`config.mk`:
```
export PLATFORM = sky130hd
export DESIGN_NAME = demux1x4_16b_buf
export DESIGN_NICKNAME = d
export VERILOG_FILES = /design/src/rtl/demux1x4_16b_buf_pkg.sv /design/src/rtl/demux1x4_16b_buf_fifo.sv /design/src/rtl/demux1x4_16b_buf.sv
export SDC_FILE = /design/constraint.sdc
export NUM_CORES = 1
export LEC_CHECK = 0
export BUFFER_PORTS_ARGS = -buffer_cell sky130_fd_sc_hd__buf_2
export CORE_MARGIN = 2
export CORE_UTILIZATION = 56
export DETAILED_ROUTE_END_ITERATION = 7
export GPL_TIMING_DRIVEN = 0
export PLACE_DENSITY_LB_ADDON = 0.08
export SETUP_SLACK_MARGIN = 0.1
export SYNTH_ARGS = -nofsm -noshare
export SYNTH_HDL_FRONTEND = slang
export SYNTH_SLANG_ARGS = --single-unit
```
`constraint.sdc`:
```
create_clock -name clk -period 3.2 [get_ports clk]
set_clock_uncertainty 0.05 [all_clocks]
set_input_delay 0.32 -clock clk [delete_from_list [all_inputs] [get_ports clk]]
set_output_delay 0.32 -clock clk [all_outputs]
set_load 0.03 [all_outputs]
```
`src/rtl/demux1x4_16b_buf_pkg.sv`:
```
// Shared constants and helpers for the 1:4 buffered demultiplexer.
// Channel select encoding and the select decoder live here so the top and bench agree.
package demux1x4_16b_buf_pkg;

   localparam int WIDTH_DEF = 16;
   localparam int DEPTH_DEF = 2;
   localparam int NUM_CH    = 4;

   typedef enum logic [1:0] {
      CH0 = 2'b00,
      CH1 = 2'b01,
      CH2 = 2'b10,
      CH3 = 2'b11
   } ch_sel_e;

   function automatic logic [NUM_CH-1:0] sel_decode(input logic [1:0] sel);
      logic [NUM_CH-1:0] oh;
      oh      = '0;
      oh[sel] = 1'b1;
      return oh;
   endfunction

endpackage

```
`src/rtl/demux1x4_16b_buf_fifo.sv`:
```
// Synchronous FIFO used as one output channel buffer; head word is zero when empty.
// Push is ignored when full, pop is ignored when empty, and reset wins over both.
module fifo_sync_16b
   import demux1x4_16b_buf_pkg::*;
#(
   parameter int WIDTH = WIDTH_DEF,
   parameter int DEPTH = DEPTH_DEF
) (
   input  logic                     clk,
   input  logic                     rst,
   input  logic                     push,
   input  logic [WIDTH-1:0]         din,
   output logic                     full,
   input  logic                     pop,
   output logic [WIDTH-1:0]         dout,
   output logic                     empty,
   output logic [$clog2(DEPTH):0]   count
);

   localparam int PW = $clog2(DEPTH);
   localparam int CW = PW + 1;

   logic [WIDTH-1:0] mem_q [DEPTH];
   logic [WIDTH-1:0] mem_d [DEPTH];
   logic [PW-1:0]    wr_ptr_q, wr_ptr_d;
   logic [PW-1:0]    rd_ptr_q, rd_ptr_d;
   logic [CW-1:0]    count_q, count_d;
   logic             push_en;
   logic             pop_en;

   always_comb begin
      empty   = (count_q == '0);
      full    = (count_q == CW'(DEPTH));
      push_en = push && !full;
      pop_en  = pop && !empty;
      count   = count_q;
      dout    = empty ? '0 : mem_q[rd_ptr_q];
   end

   // Pointers wrap naturally because DEPTH is a power of two.
   always_comb begin
      mem_d    = mem_q;
      wr_ptr_d = wr_ptr_q;
      rd_ptr_d = rd_ptr_q;
      count_d  = count_q;
      if (push_en) begin
         mem_d[wr_ptr_q] = din;
         wr_ptr_d        = wr_ptr_q + PW'(1);
      end
      if (pop_en) begin
         rd_ptr_d = rd_ptr_q + PW'(1);
      end
      case ({push_en, pop_en})
         2'b10:   count_d = count_q + CW'(1);
         2'b01:   count_d = count_q - CW'(1);
         default: count_d = count_q;
      endcase
   end

   always_ff @(posedge clk) begin
      if (rst) begin
         wr_ptr_q <= '0;
         rd_ptr_q <= '0;
         count_q  <= '0;
      end else begin
         wr_ptr_q <= wr_ptr_d;
         rd_ptr_q <= rd_ptr_d;
         count_q  <= count_d;
      end
   end

   // Storage needs no reset: count gates every read of it.
   always_ff @(posedge clk) begin
      mem_q <= mem_d;
   end

endmodule

```
`src/rtl/demux1x4_16b_buf.sv`:
```
// 1:4 demultiplexer that steers a 16-bit stream into one of four per-channel FIFOs.
// Holds only select decode, IN_READY selection and push gating; buffering is in the FIFOs.
module demux1x4_16b_buf
   import demux1x4_16b_buf_pkg::*;
#(
   parameter int WIDTH = WIDTH_DEF,
   parameter int DEPTH = DEPTH_DEF
) (
   input  logic              clk,
   input  logic              rst,
   input  logic [WIDTH-1:0]  A,
   input  logic [1:0]        SEL,
   input  logic              IN_VALID,
   output logic              IN_READY,
   output logic [WIDTH-1:0]  D0,
   output logic [WIDTH-1:0]  D1,
   output logic [WIDTH-1:0]  D2,
   output logic [WIDTH-1:0]  D3,
   output logic [NUM_CH-1:0] OUT_VALID,
   input  logic [NUM_CH-1:0] OUT_READY
);

   localparam int CW = $clog2(DEPTH) + 1;

   // Handshake: a word moves on a rising edge only when its valid and ready are both high
   // there; the producer holds A/SEL until accepted, and IN_READY never looks at OUT_READY.
   logic [NUM_CH-1:0] sel_oh;
   logic [NUM_CH-1:0] push_w;
   logic [NUM_CH-1:0] full_w;
   logic [NUM_CH-1:0] empty_w;
   logic [WIDTH-1:0]  dout_w  [NUM_CH];
   logic [CW-1:0]     count_w [NUM_CH];
   logic              in_fire;

   always_comb begin
      sel_oh   = sel_decode(SEL);
      IN_READY = !rst && (count_w[SEL] < CW'(DEPTH));
      in_fire  = IN_VALID && IN_READY;
      for (int i = 0; i < NUM_CH; i++) begin
         push_w[i] = in_fire && sel_oh[i] && !full_w[i];
      end
   end

   for (genvar g = 0; g < NUM_CH; g++) begin : g_ch
      fifo_sync_16b #(
         .WIDTH (WIDTH),
         .DEPTH (DEPTH)
      ) u_fifo (
         .clk   (clk),
         .rst   (rst),
         .push  (push_w[g]),
         .din   (A),
         .full  (full_w[g]),
         .pop   (OUT_READY[g]),
         .dout  (dout_w[g]),
         .empty (empty_w[g]),
         .count (count_w[g])
      );
      assign OUT_VALID[g] = !empty_w[g];
   end

   assign D0 = dout_w[0];
   assign D1 = dout_w[1];
   assign D2 = dout_w[2];
   assign D3 = dout_w[3];

endmodule
```
# After elaboration in Yosys (flattened, before gate mapping)
# Cells that the tools add are included.
# op_classes
n_addsub	16
n_lt_le_gt_ge	16
eq_ne	12
n_mux	37
n_bitwise	9
n_reduce_logical	40
# ops
operator	n
16-bit 2-to-1 mux	20
32-bit bitwise mux	4
16-bit demux with 1-bit select	4
1-bit logical AND	23
2-bit == test, second input constant	8
2-bit greater-or-equal comparator, second input constant	8
1-bit inverter with 2-bit output	8
2-bit one-hot mux with 2 select lines	4
1-bit zero test	9
1-bit adder, second input constant	8
2-bit by 1-bit adder with 2-bit output, second input constant	4
2-bit by 1-bit == test with 1-bit output, second input constant	4
2-bit zero test	4
2-bit by 1-bit < comparator with 1-bit output, second input constant	4
2-bit nonzero test	4
2-bit by 1-bit subtractor with 2-bit output, second input constant	4
2-bit binary-select mux with 2-bit select	1
2-bit 2-to-1 mux	2
3-bit greater-or-equal comparator, second input constant	1
2-bit by 3-bit < comparator with 1-bit output, second input constant	1
2-bit inverter with 3-bit output	1
1-bit demux with 2-bit select	1
2-bit by 1-bit greater-or-equal comparator with 1-bit output, second input constant	1
2-bit < comparator, second input constant	1
1-bit 2-to-1 mux	1
# totals
reg_bits	144
output_inout_bits	69

# Depth between registers and ports, before layout
# depth
ltp_word	12
mapped_depth	7
ltp_nobuf	6

# Hierarchy
# From an unflattened synthesis, not the netlist that was laid out.
# unflattened
cells_unflattened	386
hier_area_um2	5705.5
# modules_own_cells
module	n_inst	cells_each	area_each_um2	seq_area_each_um2
fifo_sync_16b	4	92	1397.6	1041.0
demux1x4_16b_buf	1	18	115.1	0.0

# Least setup slack after synthesis
# Ideal clock, no wire load.
# synth_path
kind	input to register
start	input SEL[0]
end	register g_ch[2].u_fifo.mem_q[0] in the netlist's numbering, enable pin
arrival_ns	1.911
path_slack_ns	0.851
path_stages	4
path_buffers	1
path_cell_list	or3b_1 or3b_1 buf_2 nor2_1
# synth_between
elab_chain_len	10
word_cells_on_any_way	15
classes_between	order compare (3); mux (5); bitwise (1); reduce/logical (6)
# synth_rtl
item	line_no	source
from (decl)	demux1x4_16b_buf.sv:12	input logic [1:0] SEL,
2-bit inverter with 3-bit output (not written as such)	demux1x4_16b_buf.sv:37	IN_READY = !rst && (count_w[SEL] < CW'(DEPTH));
2-bit binary-select mux with 2-bit select	demux1x4_16b_buf.sv:37	
2-bit 2-to-1 mux (not written as such) (2 in series)	demux1x4_16b_buf.sv:37	
2-bit < comparator	demux1x4_16b_buf.sv:37	
1-bit logical AND	demux1x4_16b_buf.sv:37	
1-bit logical AND	demux1x4_16b_buf.sv:38	in_fire = IN_VALID && IN_READY;
1-bit logical AND * (2 in series)	demux1x4_16b_buf.sv:40	push_w[i] = in_fire && sel_oh[i] && !full_w[i];
1-bit logical AND *	demux1x4_16b_buf_fifo.sv:34	push_en = push && !full;
to (signal assigned)	demux1x4_16b_buf_fifo.sv:74	mem_q <= mem_d;
to (decl)	demux1x4_16b_buf_fifo.sv:23	logic [WIDTH-1:0] mem_q [DEPTH];
# Every way passes the cells marked *; elsewhere a longest branch is shown, timed or not. The select of a mux whose other input is x is not followed.
# A chain may end at the register's enable or synchronous reset.

# Worst setup path in the final report
# layout_path
start	input rst
end	register g_ch[2].u_fifo.mem_q[21] in the netlist's numbering, enable pin
# layout_between
elab_chain_len	6
# layout_rtl
item	line_no	source
from (decl)	demux1x4_16b_buf.sv:10	input logic rst,
1-bit zero test	demux1x4_16b_buf.sv:37	
1-bit logical AND	demux1x4_16b_buf.sv:37	
1-bit logical AND	demux1x4_16b_buf.sv:38	
1-bit logical AND (2 in series)	demux1x4_16b_buf.sv:40	
1-bit logical AND	demux1x4_16b_buf_fifo.sv:34	
# Every way passes these cells.

==> flow_metrics.py <==
metrics = {
    "power": {
        "p_leak_uw": 0.00259,
        "peakVddDrop_v": 0.000399,
        "power.density_nw_per_um2": 674,
        "total_power_uw": 4640,
    },
    "logic_synthesis": {
        "synth_cell_types": 19,
        "ys_ff_latch": 144,
        "yosysTopAreaCell": "edfxtp_1",
        "synth.avg_cell_area_um2": 15.2,
        "yosysTopAreaCellShare_pct": 68.6,
        "netlist_instances": 368,
        "synth-seq-area-share_pct": 74.3,
        "synth_area_um2": 5600,
        "synth_commonest_cells": "edfxtp_1, nor2_1, mux2i_1",
        "synthFlopType": "edfxtp_1",
        "synth_edf_count": 128,
        "synth.most_common_cell": "edfxtp_1",
        "async_flop_share_pct": 0,
        "synthesis.nets": 397,
        "yosys-top-cells-area": "edfxtp_1, mux2i_1, dfxtp_1",
        "ys_warn_count": 0,
    },
    "setup_path": {
        "worst_r2r_path_depth": 3,
        "r2r_slack_ps": 880,
        "timing.rr.end": "g_ch[2].u_fifo.mem_q[21]",
        "arrival_ps": 2930,
        "required_ps": 3270,
        "path_max_fanout": 16,
        "cp-end-kind": "register",
        "r2r-start": "g_ch[2].u_fifo.count[1]",
        "critPathMaxStageDelay_ps": 990,
        "start_kind": "input port",
        "slowest_stage": "nor2_1",
        "crit_start": "rst",
        "crit_path_cell_trace": "dlygate4sd3_1 -> buf_2 -> or3b_1 -> or3b_1 -> buf_2 -> nor2_1",
        "crit_family": "simple AND/OR/NAND/NOR gates",
        "crit_type": "in2reg",
        "cp.buffers_inverters": 3,
    },
    "die": {
        "io_pins": 94,
        "coreArea_um2": 9730,
        "die_h_um": 104,
        "die_w_um": 104,
        "die-area_um2": 10800,
        "initial_core_util_pct": 57.6,
        "rows": 36,
    },
    "clock_tree": {
        "clkSinkCount": 144,
        "cts_tree": "yes",
        "cts_buffers": 17,
        "clk_latency_ps": 520,
        "clk_pin_slew_ps": 60,
        "cts_htree_levels": 4,
        "clockBufferDepth": 2,
        "clockRootBuffer": "clkbuf_8",
    },
    "sta": {
        "finalHoldViolations": 0,
        "relSlewSlack_pct": 11.7,
        "worst_pin_slew_ps": 1320,
        "worst_slack_ps": 336,
        "finalSetupTns_ps": 0,
        "rsz0062_at_grt": "no",
        "fmax_ghz": 0.349,
        "post-route-period-util_pct": 89.5,
        "maxSlewViolCount": 0,
        "period_needed_ps": 2860,
        "setup_viol": 0,
    },
    "global_route": {
        "grt.met2_usage_pct": 30.9,
        "grt_pass1_wl_mm": 17.2,
        "met1_usage_pct": 29.5,
        "top_usage_layer": "met2",
        "overflow": 0,
        "grt_pass1_vias": 3313,
        "grt_use_met3_pct": 5.08,
        "grt_start_max_net_pins": 17,
        "grt_use_total_pct": 20.8,
        "antenna_found_initial": 0,
    },
    "routing": {
        "via_count": 3269,
        "wl_per_cell_um": 16.6,
        "vias_per_cell": 5.18,
        "final_antenna_net_count": 0,
        "firstDrtPassIters": 4,
        "wirelength_mm": 10.5,
        "drc_errors": 0,
        "drt_iter0_markers": 222,
    },
    "placement": {
        "postPlaceCellArea_um2": 6270,
        "portBuffers": 93,
        "place.gp.congestion": 0.781,
        "dp_hpwl_mm": 7.08,
        "dp_slack_ps": 340,
        "numPlacedInstances": 598,
    },
    "worst_hold_path": {
        "holdPathStages": 1,
        "hold_end": "g_ch[3].u_fifo.mem_q[25]",
        "hold_class": "in2reg",
        "min-delay-start": "A[9]",
    },
    "finish": {
        "layout-drive-gt1-share_pct": 28.1,
        "finalNetCount": 514,
        "fillers": 679,
        "layout.area.seq_um2": 4160,
        "stdcell_area_um2": 6890,
        "num_antenna_cells": 0,
        "stdcell_count": 631,
        "syn2layout_area_growth_pct": 23.0,
        "multi_input_area_um2": 1330,
    },
    "status": {
        "status": "complete, no violations",
    },
    "run": {
        "drv_cap": 0,
    },
}
[worst reg2reg max path, stage by stage, from the launching register on]
cell and delay, ps:
dfxtp_1 360, or3b_1 360, buf_2 160, nor2_1 990
[placed cells by master, fill, tap and decap left out, drive strengths merged]
master         n
dlygate4sd3    1
xnor2          4
a21oi          4
nand3b         1
mux2i         66
ha             4
buf          105
clkinvlp       4
o21ai         10
nand2          2
mux4           1
o311ai         2
or3            6
xor2           8
dfxtp         16
inv           14
clkinv         5
or3b           3
edfxtp       128
nor2          85
clkbuf        25
bufinv         4
[routing by layer]
metal	routed length (um)	share of wire, %	up-vias
li1	-	-	1571
met1	4890	47	1573
met2	4780	46	106
met3	600	5.7	19
met4	215	2.1	0
met5	0	0	-
[final cells by class]
type | instances | area share (%)
multi-input combinational | 196 | 19.3
buffer | 15 | 0.962
clock inverter | 14 | 2.76
tap | 133 | 2.42
sequential | 144 | 60.4
timing repair buffer | 98 | 7.34
inverter | 13 | 0.708
clock buffer | 18 | 6.07
[registers in the layout, indices dropped and copies added, names as in the netlist]
name	cells
g_ch.u_fifo.count	8
g_ch.u_fifo.mem_q	128
g_ch.u_fifo.rd_ptr_q	4
g_ch.u_fifo.wr_ptr_q	4
[worst max path at each step]
| stage | to | slack (ps) | cells after the start |
|---|---|---|---|
| 3_3_place_gp | g_ch[3].u_fifo.mem_q[25] | 340 | 5 |
| 3_5_place_dp | g_ch[2].u_fifo.mem_q[9] | 340 | 5 |
| 4_1_cts | g_ch[2].u_fifo.mem_q[12] | 330 | 6 |
| 2_1_floorplan | g_ch[2].u_fifo.mem_q[0] | 850 | 4 |
| 6_report | g_ch[2].u_fifo.mem_q[21] | 340 | 6 |
| 5_1_grt | g_ch[2].u_fifo.mem_q[21] | 230 | 6 |
[what timing repair did]
action / 4_1_cts / 5_1_grt
hold endpoints to repair: 3 / 0
hold buffers: 1 / 0
gates resized for setup: 0 / 0
setup buffers: 0 / 0
[power breakdown]
part | leakage [uW] | switching (uW) | internal, uW | total [uW]
registers | 0.00129 | 19.3 | 2080 | 2100
clock network | 0.000285 | 733 | 1260 | 2000
logic | 0.00101 | 379 | 164 | 544
[logic make-up (layout without fill, tap and decap cells)]
| group | after synthesis | count (layout) | synth area share [%] |
|---|---|---|---|
| buffers and inverters | 28 | 158 | 2.05 |
| flip-flops | 144 | 144 | 74.3 |
| XOR/XNOR | 12 | 12 | 1.88 |
| AND/OR/NAND/NOR | 97 | 97 | 7.10 |
| adder cells (fa/ha/maj) | 4 | 4 | 0.893 |
| multiplexers | 67 | 67 | 12.2 |
| AO/OA/AOI/OAI | 16 | 16 | 1.56 |
[metrics by stage]
stage	hold slack (ps)	utilization (%)
floorplan	339	-
global placement	412	64.1
detailed placement	422	64.4
CTS	36.7	70.8
global route	55.9	70.8
finish	42.8	70.8
Note: power is estimated with default switching activity, not from simulation.
